**config.mk**
```make
export PLATFORM = sky130hd
export DESIGN_NAME = load_extend_unit
export DESIGN_NICKNAME = d
export VERILOG_FILES = /design/src/rtl/load_extend_unit.sv
export SDC_FILE = /design/constraint.sdc
export NUM_CORES = 1
export LEC_CHECK = 0
export ABC_AREA = 0
export ABC_CLOCK_PERIOD_IN_PS = 1920
export CORE_MARGIN = 2
export CORE_UTILIZATION = 40
export DETAILED_ROUTE_END_ITERATION = 7
export PLACE_DENSITY = 0.77
export SKIP_CTS_REPAIR_TIMING = 1
export SLEW_MARGIN = 20
export SYNTH_ARGS = -nofsm -noshare
export SYNTH_HDL_FRONTEND = slang
export SYNTH_SLANG_ARGS = --single-unit
```
**constraint.sdc**
```tcl
create_clock -name Clk -period 1.92 [get_ports Clk]
set_input_delay 0.384 -clock Clk [delete_from_list [all_inputs] [get_ports Clk]]
set_output_delay 0.384 -clock Clk [all_outputs]
set_load 0.02 [all_outputs]
```
**src/rtl/load_extend_unit.sv**
```systemverilog
// load_extend_unit: word-aligned memory reads for byte/half/word loads, sign- or zero-extended result.
// Define LOAD_UNALIGNED_EN to accept any address; word-crossing loads then take a second read.
module load_extend_unit (
  input  logic        Clk,
  input  logic        Rst_n,
  input  logic        Start,
  input  logic [31:0] Addr,
  input  logic [1:0]  Size,
  input  logic        Unsigned,
  output logic        MemReq,
  output logic [31:0] MemAddr,
  input  logic [31:0] MemRData,
  input  logic        MemReady,
  output logic        Busy,
  output logic        Done,
  output logic [31:0] RData,
  output logic        Err
);
`ifdef LOAD_UNALIGNED_EN
  typedef enum logic [1:0] {IDLE, REQ0, REQ1, DONE} state_t;
`else
  typedef enum logic [1:0] {IDLE, REQ0, DONE} state_t;
`endif
  state_t state_q, state_d;
  logic [1:0] off_q, off_d, size_q, size_d;
  logic uns_q, uns_d, mem_req_q, mem_req_d, busy_q, busy_d, done_q, done_d, err_q, err_d, fin, bad;
  logic [31:0] mem_addr_q, mem_addr_d, rdata_q, rdata_d, sh;
  logic [63:0] src;
`ifdef LOAD_UNALIGNED_EN
  logic [31:0] word0_q, word0_d;
  logic cross;
  assign bad = Size == 2'b11;
  assign cross = (size_q == 2'b01 && off_q == 2'b11) || (size_q == 2'b10 && off_q != 2'b00);
`else
  assign bad = Size == 2'b11 || (Size == 2'b01 && Addr[0]) || (Size == 2'b10 && Addr[1:0] != 2'b00);
`endif
  always_comb begin
    state_d = state_q;
    off_d = off_q;
    size_d = size_q;
    uns_d = uns_q;
    mem_addr_d = mem_addr_q;
    rdata_d = rdata_q;
    err_d = err_q;
    fin = 1'b0;
    src = {32'd0, MemRData};
`ifdef LOAD_UNALIGNED_EN
    word0_d = word0_q;
`endif
    case (state_q)
      IDLE: if (Start) begin
        off_d = Addr[1:0];
        size_d = Size;
        uns_d = Unsigned;
        state_d = bad ? DONE : REQ0;
        mem_addr_d = bad ? mem_addr_q : {Addr[31:2], 2'b00};
        if (bad) begin
          err_d = 1'b1;
          rdata_d = 32'd0;
        end
      end
      REQ0: if (MemReady) begin
`ifdef LOAD_UNALIGNED_EN
        word0_d = MemRData;
        state_d = cross ? REQ1 : DONE;
        mem_addr_d = mem_addr_q + {29'd0, cross, 2'b00};
        fin = !cross;
`else
        state_d = DONE;
        fin = 1'b1;
`endif
      end
`ifdef LOAD_UNALIGNED_EN
      REQ1: if (MemReady) begin
        state_d = DONE;
        src = {MemRData, word0_q};
        fin = 1'b1;
      end
`endif
      DONE: state_d = IDLE;
      default: state_d = IDLE;
    endcase
    // lanes arrive in ascending address order, so the offset is a plain right shift
    sh = 32'(src >> {off_q, 3'b000});
    if (fin) begin
      rdata_d = size_q == 2'b00 ? {{24{sh[7] & !uns_q}}, sh[7:0]} :
                size_q == 2'b01 ? {{16{sh[15] & !uns_q}}, sh[15:0]} : sh;
      err_d = 1'b0;
    end
    mem_req_d = state_d != IDLE && state_d != DONE;
    busy_d = state_d != IDLE;
    done_d = state_d == DONE;
  end
  always_ff @(posedge Clk or negedge Rst_n) begin
    if (!Rst_n) begin
      state_q <= IDLE;
      off_q <= 2'd0;
      size_q <= 2'd0;
      uns_q <= 1'b0;
      mem_req_q <= 1'b0;
      mem_addr_q <= 32'd0;
      busy_q <= 1'b0;
      done_q <= 1'b0;
      rdata_q <= 32'd0;
      err_q <= 1'b0;
`ifdef LOAD_UNALIGNED_EN
      word0_q <= 32'd0;
`endif
    end else begin
      state_q <= state_d;
      off_q <= off_d;
      size_q <= size_d;
      uns_q <= uns_d;
      mem_req_q <= mem_req_d;
      mem_addr_q <= mem_addr_d;
      busy_q <= busy_d;
      done_q <= done_d;
      rdata_q <= rdata_d;
      err_q <= err_d;
`ifdef LOAD_UNALIGNED_EN
      word0_q <= word0_d;
`endif
    end
  end
  assign MemReq = mem_req_q;
  assign MemAddr = mem_addr_q;
  assign Busy = busy_q;
  assign Done = done_q;
  assign RData = rdata_q;
  assign Err = err_q;
endmodule

```
==> key figures, run 1 <==
Run status
  • Status: finished, final reports clean

STA
  • Fin crit period: around 1.8 ns
  • Setup total negative slack: 0 ns
  • Worst rel slew slack: between 50% and 60%
  • Final count of hold timing violations: 0
  • Final setup violation count: 0
  • Slew Viols, Final: 0
  • Skew final: ~0.0091 ns
  • Worst Slack Setup Final: about 0.082 ns
  • Peak Freq: 0.544 GHz
  • Worst-margin pin slew: 0.676 ns
  • Period utilization: 95.7%
  • RSZ-0062 raised after global routing: no

Place
  • GP Congestion: 0.858
  • Post-Place Setup Slack: -0.172 ns
  • Placed Instances: 480
  • PortBufs: roughly 140
  • Final HPWL from detailed placement: 6.67 mm

Route
  • Vias post-DR: 2585
  • Routed wire length: 8.65 mm
  • Vias per cell: about 5.2
  • Drt drc: 0
  • DR WL/cell: 17.4 um
  • DR iter-0 viols: 125
  • First-pass DRT Iterations: 4
  • Post-DRT Antenna Nets: 0

GRT
  • Tot GR Track Use: 20.0%
  • Initial antenna violation count: 0
  • Total gr overflow: 0
  • Largest net degree at the start of global routing: 43
  • Vias in the first global route: 2618
  • First-pass GRT wire length: 13.4 mm

Layout
  • Final non-filler cell total: around 500
  • Net count, final: 460
  • Share of layout cells above drive strength 1: 20.6%
  • Area Overhead vs Synth: 55.8%
  • N_diodes: 0

Yosys
  • Synth top area cells: dfrtp_1 (56%), mux2_2 (15%), mux2i_1 (5.3%)
  • Post-synthesis register bit count: 72
  • Synthesized area per cell: 13.3 um^2
  • Synth Cell Area: 3210 um^2
  • Synth Instances: 241
  • Seq/Total Area, Yosys: approximately 56%
  • Post-synth top flop: dfrtp_1
  • Fraction of registers with async set/reset: 100%
  • Share of the synthesized area in the top cell type: approximately 56%
  • Synth area leader: dfrtp_1
  • Netlist cell types: 31
  • Number of enable flip-flop cells after synthesis: 0
  • Syn. warnings: 0

Setup path
  • CP startpoint: state_q[0]$_DFF_PN0_
  • CP max-delay cell: clkdlybuf4s50_1
  • CP Buf/Inv Count: 1
  • CP Capture Type: primary output
  • Worst path top cell family by delay: buffers and inverters
  • Cell Chain, Critical Path: clkdlybuf4s50_1
  • CP required: 1.54 ns
  • Reg2reg start: off_q[1]$_DFFE_PN0P_
  • WS Path Type: flop to primary output
  • Crit path arrival time: 1.45 ns
  • CP max stage delay: 0.65 ns
  • Worst-path maximum fanout: 6
  • CP startpoint kind: flop

Die
  • Die ar.: 8750 um^2
  • Rows: 32
  • Core area: 7730 um^2
  • Initial core utilization: 41.5%
  • Die W: approximately 94 um
  • # IOs: approximately 140
  • Height of the die: 93.5 um

Job
  • Max-Cap Viols: 0

CTS
  • Clk Tree Root Cell: clkbuf_8
  • Worst-path clk slew: 0.07 ns
  • H-tree depth: 3
  • Clock tree buffer depth: 2
  • Worst skew pair latency: 0.34 ns
  • CTS tree: built
  • Clock buffer count from CTS: 9
  • CTS sink count: 72

Power and ir drop
  • Power Density: 1350 nW/um^2
  • Post-route total power: between 6 and 7 mW
  • Max VDD drop: approximately 560 uV
  • Static Leak: ~2.2 nW

Hold path
  • Hold Crit Class: input port to asynchronous set/reset pin
[state kept, by name (all words and copies together) (netlist names)]
name / flops
off_q: 2
Busy: 1
Done: 1
uns_q: 1
MemAddr: 30
state_q: 2
RData: 32
Err: 1
size_q: 2
[logic make-up (layout without fill, tap and decap cells)]
| family | after synthesis | after routing | synth area share (%) |
|---|---|---|---|
| flops | 72 | 72 | 56.2 |
| compound gates | 62 | 62 | 14.3 |
| mux | 60 | 60 | 20.8 |
| simple gates | 26 | 26 | 4.92 |
| buf+inv | 20 | 172 | 3.67 |
| other cells | 1 | 2 | 0.117 |
[metal layers]
metal,wire (um),track usage (%),part of all wire (%)
met5,0,0,0
met1,3620,26.1,42
met4,193,8.70,2.2
met3,427,3.14,4.9
met2,4410,32.9,51
[where the power goes]
part / internal (mW) / leakage, nW / switching, mW
logic: 1.58 / 1.13 / 1.41
clock network: 0.859 / 0.116 / 0.545
registers: 2.03 / 0.907 / 0.310
total: 4.47 / 2.15 / 2.27
[Yosys cell counts, types with 2 or more instances]
| master | instances |
|---|---|
| mux2i_1 | 17 |
| inv_1 | 3 |
| nand3b_1 | 2 |
| nand2b_1 | 2 |
| o21ai_0 | 10 |
| a221o_1 | 16 |
| a21oi_1 | 16 |
| dfrtp_1 | 72 |
| buf_2 | 10 |
| o2bb2ai_1 | 7 |
| buf_4 | 2 |
| buf_6 | 3 |
| clkbuf_1 | 2 |
| nor3_1 | 2 |
| nor2_1 | 12 |
| mux2_2 | 42 |
| a22o_1 | 9 |
[final timing paths]
check	end	slack (ns)	cells past startpoint
setup / recovery	MemReq	0.08	1
hold / removal	RData[2]$_DFFE_PN0P_	0.02	1
setup reg to reg	RData[13]$_DFFE_PN0P_	0.15	5
hold reg to reg	RData[4]$_DFFE_PN0P_	0.49	1
max in group asynchronous	MemAddr[16]$_DFFE_PN0P_	1.36	2
min in group Clk	RData[4]$_DFFE_PN0P_	0.49	1
[area by class of cell]
| type | count | area (um^2) |
|---|---|---|
| well taps | 102 | 128 |
| fillers | 591 | 2730 |
| flip-flops and latches | 72 | 1800 |
| inverters | 3 | 11.3 |
| repair buffers | 153 | 1520 |
| clock buffers | 10 | 128 |
| clock inverters | 6 | 108 |
| multi-input cells | 150 | 1290 |
[cell usage in the layout (no fill, tap or decap), drive strengths merged]
master	count
a21oi	16
a221o	16
a22o	9
a31oi	1
and2b	1
and3	1
and3b	1
buf	18
bufinv	3
clkbuf	10
clkdlybuf4s50	135
clkinv	2
clkinvlp	1
conb	2
dfrtp	72
inv	3
mux2	42
mux2i	17
mux4	1
nand2	1
nand2b	2
nand3b	2
nor2	13
nor2b	1
nor3	2
nor3b	2
o211a	1
o211ai	1
o21ai	11
o2bb2ai	7
[per-stage QoR]
stage / area (um^2) / util, % / hold slack (ns)
after floorplan: 3210 / - / 0.0884
after global placement: 4760 / 61.6 / 0.405
after detailed placement: 4760 / 61.6 / 0.407
after CTS: 4990 / 64.6 / 0.0361
after global routing: 4990 / 64.6 / 0.0625
final: 4990 / 64.6 / 0.0232
Note: power is estimated with default switching activity, not from simulation.
==> inputs of run 2 (changes only) <==
--- a/config.mk
+++ b/config.mk
@@ -8,11 +8,11 @@
 export ABC_AREA = 0
 export ABC_CLOCK_PERIOD_IN_PS = 1920
 export CORE_MARGIN = 2
-export CORE_UTILIZATION = 40
+export CORE_UTILIZATION = 42
 export DETAILED_ROUTE_END_ITERATION = 7
-export PLACE_DENSITY = 0.77
+export PLACE_DENSITY = 0.8
 export SKIP_CTS_REPAIR_TIMING = 1
-export SLEW_MARGIN = 20
+export SLEW_MARGIN = 10
 export SYNTH_ARGS = -nofsm -noshare
 export SYNTH_HDL_FRONTEND = slang
 export SYNTH_SLANG_ARGS = --single-unit
==> run 2 against run 1 <==
Net effect: the run now ends with hold timing left; total power up 1.3%; clock skew rose by 0.0027 ns; hold slack worse by 0.025 ns; largest cell class unchanged; combinational power hardly changed; worst setup slack gained 0.020 ns; critical path type unchanged; routed wire length about the same; sequential power is essentially flat.
==> key figures, run 2 (same netlist as run 1, synthesis figures left out) <==
Setup path
  • CP required: 1.54 ns (about the same)
  • WS Path Type: flop to primary output
  • Worst path top cell family by delay: buffers and inverters
  • CP startpoint kind: flop
  • CP max-delay cell: clkdlybuf4s50_1
  • Crit path arrival time: 1.43 ns (-0.02 ns)
  • CP Buf/Inv Count: 1 (unchanged)
  • Worst-path maximum fanout: 6 (unchanged)
  • Cell Chain, Critical Path: clkdlybuf4s50_1
  • CP max stage delay: 0.65 ns (about the same)
  • CP Capture Type: primary output

STA
  • Final setup violation count: 0 (unchanged)
  • Period utilization: 94.7% (-1.1 points)
  • Final count of hold timing violations: 1 (+1)
  • Skew final: 0.0118 ns (+0.00270 ns)
  • Slew Viols, Final: 0 (unchanged)
  • Worst-margin pin slew: 0.637 ns (-0.0388 ns)
  • Fin crit period: 1.82 ns (-0.0204 ns)
  • Peak Freq: 0.550 GHz (+1.1%)
  • RSZ-0062 raised after global routing: no
  • Worst rel slew slack: 57.5% (+2.6 points)
  • Worst hold margin: -0.00211 ns (-0.0253 ns)
  • Setup total negative slack: 0 ns (unchanged)

CTS
  • CTS tree: built
  • Worst-path clk slew: 0.08 ns (about the same)
  • Clk Tree Root Cell: clkbuf_8
  • H-tree depth: 3 (unchanged)
  • CTS sink count: 72 (unchanged)
  • Worst skew pair latency: 0.34 ns (about the same)
  • Clock tree buffer depth: 2 (unchanged)
  • Clock buffer count from CTS: 9 (unchanged)

GRT
  • Initial antenna violation count: 0 (unchanged)
  • Vias in the first global route: 2777 (+6.1%)
  • First-pass GRT wire length: 13.9 mm (+3.7%)
  • Tot GR Track Use: 21.2% (+1.2 points)
  • Largest net degree at the start of global routing: 38 (-12%)
  • Total gr overflow: 0 (unchanged)

Run status
  • Status: finished, violations left
  • Failing checks: hold timing

Die
  • # IOs: 139 (unchanged)
  • Die ar.: 8350 um^2 (-4.6%)
  • Core area: 7330 um^2 (-5.1%)
  • Initial core utilization: 43.7% (+2.2 points)
  • Die W: 91.4 um (-2.3%)
  • Height of the die: 91.4 um (-2.3%)
  • Rows: 31 (-3.1%)

Layout
  • Fillers: 523 (-12%)
  • Area Overhead vs Synth: 56.3%
  • Share of layout cells above drive strength 1: 21.2% (+0.65 points)
  • Net count, final: 462 (+0.43%)
  • Commonest non-fill, non-tap cell in the layout: clkdlybuf4s50_1
  • Final non-filler cell total: 495 (-0.20%)
  • Most frequent cells in the layout: clkdlybuf4s50_1 (135), dfrtp_1 (72), mux2_2 (42)
  • N_diodes: 0 (unchanged)
  • Max reg flops: 32 (unchanged)

Route
  • Routed wire length: 8.65 mm (about the same)
  • Vias per cell: 5.21 (about the same)
  • Post-DRT Antenna Nets: 0 (unchanged)
  • DR WL/cell: 17.5 um (+0.11%)
  • DR iter-0 viols: 110 (-12%)
  • Vias post-DR: 2578 (-0.27%)
  • First-pass DRT Iterations: 4 (unchanged)
  • Drt drc: 0 (unchanged)

Power and ir drop
  • Power share of the clock group: 21.8% (+1.0 points)
  • Internal power: 4.54 mW (+1.6%)
  • Sw Ratio: 33.4% (-0.22 points)
  • Static Leak: 2.17 nW (+0.62%)
  • Power Density: 1360 nW/um^2 (+0.95%)
  • Max VDD drop: 590 uV (+6.2%)
  • Sequential Power Share: 34.3% (-0.4 points)
  • Psw: 2.28 mW (+0.63%)
  • Logic pwr share: 43.8% (-0.6 points)

Place
  • Final HPWL from detailed placement: 6.67 mm (about the same)
  • GP Congestion: 0.924 (+7.7%)
  • Placed Instances: 479 (-0.21%)
  • PortBufs: 136 (unchanged)

Job
  • Max-Cap Viols: 0 (unchanged)

Hold path
  • Hold Crit Class: input port to asynchronous set/reset pin
[run 2: path summary, 6_finish.rpt]
check | start | cells past startpoint | to | slack (ns)
max in group asynchronous | Rst_n | 2 | RData[9]$_DFFE_PN0P_ | 1.31
hold reg to reg | RData[6]$_DFFE_PN0P_ | 1 | RData[6]$_DFFE_PN0P_ | 0.50
hold / removal | Rst_n | 1 | RData[19]$_DFFE_PN0P_ | -0.002
setup / recovery | state_q[0]$_DFF_PN0_ | 1 | MemReq | 0.10
setup reg to reg | off_q[1]$_DFFE_PN0P_ | 5 | RData[11]$_DFFE_PN0P_ | 0.19
min in group Clk | RData[6]$_DFFE_PN0P_ | 1 | RData[6]$_DFFE_PN0P_ | 0.50
[run 2: power groups by stage]
stage               Clock [mW]  Combinational (mW)  Sequential, mW
finish                    1.49                2.99            2.34
global route              1.60                3.17            2.41
CTS                       1.52                3.01            2.34
detailed placement           0                3.01            2.37
global placement             0                2.95            2.35
floorplan                    0               0.994            2.91
[run 2: area by class of cell]
class | instances | area [um^2] | share of cell area [%]
clock buffer | 11 | 151 | 3.02
inverter | 3 | 11.3 | 0.225
multi-input combinational | 150 | 1290 | 25.8
clock inverter | 5 | 103 | 2.05
timing repair buffer | 155 | 1530 | 30.5
tap | 99 | 124 | 2.47
sequential | 72 | 1800 | 36.0
[run 2: layer usage]
| layer | up-vias | GRT usage [%] | wire length, um |
|---|---|---|---|
| met5 | - | 0 | 0 |
| met4 | 0 | 7.70 | 130 |
| met2 | 99 | 34.9 | 4410 |
| li1 | 1202 | - | - |
| met3 | 12 | 4.40 | 448 |
| met1 | 1265 | 27.7 | 3650 |
[run 2: per-stage QoR]
stage	power (mW)	instance area, um^2	util [%]	setup WS (ns)
global placement	5.30	4760	64.9	-0.0913
finish	6.82	5010	68.4	0.103
floorplan	3.91	3210	-	0.163
detailed placement	5.37	4760	64.9	-0.159
CTS	6.88	5010	68.4	0.0794
global route	7.17	5010	68.4	0.0268
==> inputs of run 3 (changes only) <==
--- a/config.mk
+++ b/config.mk
@@ -12,7 +12,7 @@
 export DETAILED_ROUTE_END_ITERATION = 7
 export PLACE_DENSITY = 0.8
 export SKIP_CTS_REPAIR_TIMING = 1
-export SLEW_MARGIN = 10
+export SLEW_MARGIN = 25
 export SYNTH_ARGS = -nofsm -noshare
 export SYNTH_HDL_FRONTEND = slang
 export SYNTH_SLANG_ARGS = --single-unit
==> results of run 3 <==
Final layout, timing and power as in run 2 (identical DEF).
